[src/rtl/pwm_tone_generator_pkg.sv]
// Shared constants for the PWM tone generator: waveform select codes and
// the carrier top loaded out of reset.
package pwm_tone_generator_pkg;

  typedef enum logic [1:0] {
    WAVE_SQUARE = 2'd0,
    WAVE_SAW    = 2'd1,
    WAVE_TRI    = 2'd2,
    WAVE_OFF    = 2'd3
  } wave_sel_e;

  localparam logic [7:0] DEFAULT_TOP = 8'hFF;

endpackage

[src/rtl/pwm_phase_accumulator.sv]
// Phase accumulator plus waveform shaping; produces the 8-bit sample that the
// carrier logic latches at each period boundary.
module pwm_phase_accumulator
  import pwm_tone_generator_pkg::*;
#(
  parameter int PHASE_WIDTH = 32
) (
  input  logic                   i_clk,
  input  logic                   i_reset,
  input  logic [PHASE_WIDTH-1:0] i_phase_delta,
  input  logic [1:0]             i_wave_sel,
  output logic [7:0]             o_wave
);

  logic [PHASE_WIDTH-1:0] phase_q;
  logic [PHASE_WIDTH-1:0] phase_d;
  logic                   rest;
  logic [8:0]             p;

  // A zero increment parks the phase at 0 so the next note starts cleanly.
  assign rest    = (i_phase_delta == '0);
  assign phase_d = rest ? '0 : phase_q + i_phase_delta;
  assign p       = phase_q[PHASE_WIDTH-1 -: 9];

  always_ff @(posedge i_clk or posedge i_reset) begin
    if (i_reset) begin
      phase_q <= '0;
    end else begin
      phase_q <= phase_d;
    end
  end

  always_comb begin
    o_wave = 8'h00;
    if (!rest) begin
      case (i_wave_sel)
        WAVE_SQUARE: o_wave = p[8] ? 8'hFF : 8'h00;
        WAVE_SAW:    o_wave = p[8:1];
        WAVE_TRI:    o_wave = p[8] ? ~p[7:0] : p[7:0];
        default:     o_wave = 8'h00;
      endcase
    end
  end

endmodule

[src/rtl/pwm_tone_generator.sv]
// Audio output stage: carrier counter with shadowed top, sample/compare
// latching at carrier boundaries, and the registered PWM output.
module pwm_tone_generator
  import pwm_tone_generator_pkg::*;
#(
  parameter int PHASE_WIDTH = 32,
  parameter int TOP_WIDTH   = 8
) (
  input  logic                   i_clk,
  input  logic                   i_reset,
  input  logic [TOP_WIDTH-1:0]   i_top,
  input  logic                   i_top_valid,
  input  logic [PHASE_WIDTH-1:0] i_phase_delta,
  input  logic [1:0]             i_wave_sel,
  output logic                   o_pwm,
  output logic [7:0]             o_sample,
  output logic                   o_period_start
);

  logic [TOP_WIDTH-1:0] count_q, count_d;
  logic [TOP_WIDTH-1:0] top_q, top_pend_q, new_top;
  logic                 pend_q;
  logic [TOP_WIDTH-1:0] compare_q, compare_d;
  logic [7:0]           sample_q;
  logic                 pwm_q;
  logic                 period_start_q;
  logic                 boundary;
  logic [7:0]           wave;
  logic [TOP_WIDTH:0]   top_plus1;
  logic [TOP_WIDTH+7:0] product;

  pwm_phase_accumulator #(
    .PHASE_WIDTH(PHASE_WIDTH)
  ) u_phase (
    .i_clk         (i_clk),
    .i_reset       (i_reset),
    .i_phase_delta (i_phase_delta),
    .i_wave_sel    (i_wave_sel),
    .o_wave        (wave)
  );

  assign boundary = (count_q == top_q);
  assign count_d  = boundary ? '0 : count_q + 1'b1;

  // A top arriving in the boundary cycle itself beats the pending shadow value.
  assign new_top = i_top_valid ? i_top : (pend_q ? top_pend_q : top_q);

  // w*(top+1) always fits in TOP_WIDTH+8 bits and the quotient stays <= top.
  assign top_plus1 = {1'b0, new_top} + (TOP_WIDTH + 1)'(1);
  assign product   = (TOP_WIDTH + 8)'(wave) * (TOP_WIDTH + 8)'(top_plus1);
  assign compare_d = TOP_WIDTH'(product >> 8);

  always_ff @(posedge i_clk or posedge i_reset) begin
    if (i_reset) begin
      count_q        <= '0;
      top_q          <= TOP_WIDTH'(DEFAULT_TOP);
      top_pend_q     <= TOP_WIDTH'(DEFAULT_TOP);
      pend_q         <= 1'b0;
      compare_q      <= '0;
      sample_q       <= 8'h00;
      pwm_q          <= 1'b0;
      period_start_q <= 1'b0;
    end else begin
      count_q        <= count_d;
      pwm_q          <= (count_q < compare_q);
      period_start_q <= boundary;
      if (i_top_valid) begin
        top_pend_q <= i_top;
      end
      if (boundary) begin
        top_q     <= new_top;
        pend_q    <= 1'b0;
        sample_q  <= wave;
        compare_q <= compare_d;
      end else if (i_top_valid) begin
        pend_q <= 1'b1;
      end
    end
  end

  assign o_pwm          = pwm_q;
  assign o_sample       = sample_q;
  assign o_period_start = period_start_q;

endmodule

[config.mk]
export PLATFORM = sky130hd
export DESIGN_NAME = pwm_tone_generator
export DESIGN_NICKNAME = d
export VERILOG_FILES = /design/src/rtl/pwm_tone_generator_pkg.sv /design/src/rtl/pwm_phase_accumulator.sv /design/src/rtl/pwm_tone_generator.sv
export SDC_FILE = /design/constraint.sdc
export NUM_CORES = 1
export LEC_CHECK = 0
export ABC_AREA = 1
export ABC_CLOCK_PERIOD_IN_PS = 6150
export CAP_MARGIN = 20
export CORE_ASPECT_RATIO = 1.75
export CORE_UTILIZATION = 60
export DETAILED_ROUTE_END_ITERATION = 10
export PLACE_DENSITY = 0.91
export REMOVE_ABC_BUFFERS = 1
export SLEW_MARGIN = 20
export SYNTH_ARGS = -nofsm -noshare
export SYNTH_HDL_FRONTEND = slang
export SYNTH_SLANG_ARGS = --single-unit
[constraint.sdc]
create_clock -name i_clk -period 6.15 [get_ports i_clk]
set_input_delay 1.23 -clock i_clk [delete_from_list [all_inputs] [get_ports i_clk]]
set_output_delay 1.23 -clock i_clk [all_outputs]
set_load 0.02 [all_outputs]
After elaboration in Yosys (flattened, before gate mapping)
Index checks and enable logic that the tools add are counted.
- register bits after elaboration: 75
- bits of input ports: 45
- output and inout port bits: 10
- add/subtract/negate cells: 3
- multiply operators: 1
- magnitude comparators: 1
- eq/ne operators: 3
- mux-type cells: 10
- bitwise gates (word level): 1
- reduce and logical (&&, ||, !) cells: 3
- operator list (operator ; count):
    8-bit two-way mux ; 6
    32-bit adder ; 1
    32-bit logical NOT ; 1
    32-bit two-way mux ; 1
    8-bit one-hot mux with 3 select lines ; 1
    8-bit by 9-bit multiplier with 16-bit output ; 1
    8-bit by 1-bit adder with 9-bit output, second input constant ; 1
    8-bit by 1-bit adder with 8-bit output, second input constant ; 1
    8-bit == test ; 1
    8-bit < comparator ; 1
    8-bit NOT ; 1
    2-bit by 1-bit == test with 1-bit output, second input constant ; 1
    2-bit == test, second input constant ; 1
    2-bit logical NOT ; 1
    1-bit two-way mux ; 2
    2-bit nonzero test ; 1

Longest topological paths before layout
Gate-level depths: netlist (run 1).
- depth after elaboration: 5
- gate-level depth with buffers: 30
- gate-level depth less buffers: 30

Modules after synthesis
From an unflattened synthesis (run 1), not the netlist that was laid out.
- cells, all modules: 1240
- area total of the unflattened synthesis: 8305.5 sq um
- by module, submodules not included (module ; times used ; cells each ; area an instance (sq um) ; sequential area each (sq um)):
    pwm_tone_generator ; 1 ; 614 ; 4629.4 ; 1096.1
    pwm_phase_accumulator ; 1 ; 626 ; 3676.0 ; 800.8

Least setup slack after synthesis (run 1)
Ideal clock, no wire load.
- path type: input-to-reg
- start: input i_top_valid
- end: register compare_q[7]
- library setup time: 0.118 ns
- arrival time: 6.049 ns
- data required time: 6.032 ns
- setup slack: -0.017 ns
- stages on the path: 25
- path buffers: 2
- path through: buf_6 > buf_2 > nand2_1 > nand2_1 > ha_1 > nand2_1 > nor2_4 > nand2_1 > xor2_1 > inv_1 > nor2_1 > fa_1 > fa_1 > fa_1 > inv_1 > fa_1 > inv_1 > ha_1 > a21oi_1 > o21a_1 > nor2_1 > a2111oi_0 > nand3_1 > nand3_1 > nand2_1
- word-level cells in the longest chain between the ends: 3
- ends and longest elaborated chain (what ; RTL line ; text):
    start, declared ; pwm_tone_generator.sv:12 ; input logic i_top_valid,
    8-bit two-way mux ; pwm_tone_generator.sv:46 ; assign new_top = i_top_valid ? i_top : (pend_q ? top_pend_q : top_q);
    net new_top[1] ; pwm_tone_generator.sv:21 ; logic [TOP_WIDTH-1:0] top_q, top_pend_q, new_top;
    8-bit by 1-bit adder with 9-bit output ; pwm_tone_generator.sv:49 ; assign top_plus1 = {1'b0, new_top} + (TOP_WIDTH + 1)'(1);
    8-bit by 9-bit multiplier with 16-bit output ; pwm_tone_generator.sv:50 ; assign product = (TOP_WIDTH + 8)'(wave) * (TOP_WIDTH + 8)'(top_plus1);
    end signal, assigned ; pwm_tone_generator.sv:74 ; compare_q <= compare_d;
    end, declared ; pwm_tone_generator.sv:23 ; logic [TOP_WIDTH-1:0] compare_q, compare_d;
The timed path passes the listed nets, and every way through them passes these cells.
A chain may end at the register's enable or synchronous reset.

Worst setup path in the final report (run 1)
- start: input i_top_valid
- end: register compare_q[7]
- word-level cells in the longest chain between the ends: 3
- ends and longest elaborated chain (what ; RTL line):
    8-bit two-way mux ; pwm_tone_generator.sv:46
    8-bit by 1-bit adder with 9-bit output ; pwm_tone_generator.sv:49
    8-bit by 9-bit multiplier with 16-bit output ; pwm_tone_generator.sv:50
Every way passes these cells.

==> results of run 1 <==
## worst max path at each step
stage                 startpoint           end  cells past startpoint
2_1_floorplan   i_phase_delta[1]  compare_q[7]                     22
6_report             i_top_valid  compare_q[7]                     26
3_5_place_dp         i_top_valid  compare_q[7]                     26
5_1_grt        i_phase_delta[10]  compare_q[7]                     27
4_1_cts         i_phase_delta[1]  compare_q[6]                     25
3_3_place_gp         i_top_valid  compare_q[7]                     26
## report_power, final
group	total, mW	switching, mW	internal (mW)
combinational	4.01	2.31	1.70
clock	0.571	0.248	0.323
sequential	0.700	0.0810	0.619
## what timing repair did
action,in CTS,in global routing
resized for setup,8,102
buffers inserted,0,8
pin swaps,2,51
endpoints found under the setup margin,7,8
## layout make-up
type	count	area [um^2]
multi-input combinational	777	5130
fill	780	2330
sequential	75	1900
timing repair buffer	181	1570
inverter	166	627
clock buffer	9	225
tap	165	206
clock inverter	7	81.3
## sequential cells by signal, indices dropped and copies added (netlist names), 8 cells and up
name	flops
u_phase.phase_q	32
o_sample	8
top_pend_q	8
compare_q	8
count_q	8
top_q	8
## layer usage
| metal | vias to the layer above | track usage | wire, um |
|---|---|---|---|
| li1 | 3689 | - | - |
| met1 | 3756 | 0.341 | 7710 |
| met2 | 462 | 0.706 | 13100 |
| met3 | 218 | 0.0662 | 1590 |
| met4 | 0 | 0.316 | 2490 |
| met5 | - | 0 | 0 |
## placed cells by master, fill, tap and decap left out, types with 3 or more instances in the layout
cell and count:
a221oi_2 3, dfrtp_1 59, inv_6 4, clkbuf_16 9
clkdlybuf4s50_1 29, o21a_1 8, o21ai_2 4, dlymetal6s2s_1 24
a221oi_1 6, nor2_4 10, o21ai_1 10, inv_2 17
nand2_1 205, dfstp_2 16, a21oi_2 3, a21boi_0 4
nor2_1 127, a21oi_1 73, nor2_2 21, a21o_1 9
buf_4 125, nor3_1 16, inv_1 146, nand4_1 7
fa_1 40, xnor2_1 6, nand3_1 40, o21ai_0 61
a31oi_1 4, ha_4 3, nand2_2 16, ha_1 67
xor2_1 7
## worst max-delay path, stage by stage
cell and delay (ps):
buf_2 180, inv_2 90, buf_4 140, nand2_1 70, o21ai_0 90, o21ai_0 140, nand2_1 110, inv_1 280
xor2_4 350, inv_4 110, nor2_2 120, fa_1 450, fa_1 490, fa_1 490, inv_1 50, fa_1 490
inv_2 50, ha_4 240, a21oi_2 150, o21a_1 170, nor2_1 50, a2111oi_2 330, buf_4 170, nand3_1 70
nand3_1 80, nand2_1 80
## logic make-up (layout without fill, tap and decap cells)
family | after synthesis | count (layout) | share of synthesized area
simple gates | 454 | 454 | 0.255
compound gates | 195 | 195 | 0.149
flops | 75 | 75 | 0.254
xor+xnor | 15 | 15 | 0.0186
buf+inv | 178 | 363 | 0.0932
fa+ha+maj | 113 | 113 | 0.231
## metrics by stage
stage | util | hold slack [ps] | instance area (um^2) | power, mW
global route | 0.807 | 498 | 9730 | 5.72
CTS | 0.776 | 470 | 9360 | 4.86
floorplan | - | 443 | 7390 | 2.96
finish | 0.807 | 490 | 9730 | 5.28
detailed placement | 0.749 | 462 | 9040 | 4.22
global placement | 0.749 | 458 | 9040 | 4.11
==> key figures, run 1 <==
Setup path
  • Critical path class: primary input to register
  • Worst-path maximum fanout: 7
  • Critical Path Sink Type: register
  • Reg2Reg Depth: 26
  • Worst reg2reg endpoint: compare_q[7]
  • Register-to-register setup slack: 360 ps
  • CP required: 6390 ps
  • Crit path launch type: primary input
  • Crit path arrival time: 6270 ps
  • FF-to-FF Start: pend_q

Clock tree
  • Clock sinks: 75
  • Clock root cell: clkbuf_16
  • CTS HTree Levels: 3
  • Clk buf depth: 2
  • TritonCTS buffer count: 9
  • Clock latency on the worst-skew pair: 360 ps
  • CTS tree: yes
  • CTS Hold Bufs: 0
  • CTS clock-pin slew for the worst setup and hold paths: 70 ps

Drt
  • DRT antenna net count: 0
  • Vias: 8,125
  • Number of vias per cell: 5.89
  • WL/cell: 18.0 um
  • Final wirelength: 24,900 um
  • Residual DRC count: 0
  • Pre-antenna DRT Iters: 7
  • Drt initial violations: 522

STA
  • Crit path time final: 6030 ps
  • Fin crit share: 0.980
  • Slew @ Worst Pin: 1080 ps
  • Setup WS post-layout: 123 ps
  • Relative slew slack: 0.278
  • Maximum achievable frequency: 0.166 GHz
  • Clock skew: 12.8 ps
  • Setup TNS: 0 ps
  • Slew Limit Fails: 0
  • Final setup violation count: 0
  • Final hold violation count: 0

Synthesis
  • Yosys top cell by area: dfrtp_1
  • Synth area leaders: dfrtp_1 20%, ha_1 12%, fa_1 11%
  • Mean Syn Cell Area: 7.25 um^2
  • Commonest cells post-synth: 218 x nand2_1, 157 x inv_1, 149 x nor2_1
  • Fraction of registers with async set/reset: 1.00
  • Synth Instances: 1,030
  • Most common cell in the synthesized netlist: nand2_1
  • Netlist Area Pre-Place: 0.00747 mm^2
  • Seq cells post-synth: 75
  • Yosys warns: 0
  • Share of the synthesized area in the top cell type: 0.198
  • Top FF cell, synth: dfrtp_1
  • Sequential share of the synthesized area: 0.254
  • Synth unique cells: 44
  • Post-synth EDFFs: 0

GRT
  • Initial antenna violation count: 0
  • Vias in the first global route: 8,094
  • Largest net degree at the start of global routing: 76
  • First-pass GRT wire length: 36,800 um
  • GR Overflow Total: 0
  • GRT Util Overall: 0.377

Placed design
  • DP Worst Slack: -745 ps
  • Routability cong.: 0.973
  • Placed Cells: 1,356
  • Port buffer count: 54
  • Hpwl dp: 17,600 um

Finish
  • Layout cells sized above 1: 0.209
  • Post-Layout Cell Count: 1,380
  • ANT cells: 0
  • Layout area overhead: 30.4%
  • Nets: 1,368

Power
  • Pwr per Cell Area: 543 mW/mm^2
  • Leak: 5.22 nW
  • Worst IR Drop VDD: 0.000361 V

Status
  • Outcome: completed

Worst hold path
  • Hold path endpoint: top_pend_q[0]
  • Hold wc startpoint: top_pend_q[0]
  • Hold path cells: 2
  • Tightest Hold Check Type: register to register

Floorplan
  • Die width: 86.3 um
  • Total die area: 0.0129 mm^2
  • Core ar.: 0.0121 mm^2
  • Initial Util: 0.619
  • DIE HEIGHT: 150 um
  • # IOs: 55
  • Num rows: 53

Flow run
  • Max-Cap Viols: 0
Note: power is estimated with default switching activity, not from simulation.
==> run 2, diff against run 1 <==
- CAP_MARGIN: 20 -> not set
==> results of run 2 <==
Same layout as run 1: the final DEF is identical, and so are final timing and power.
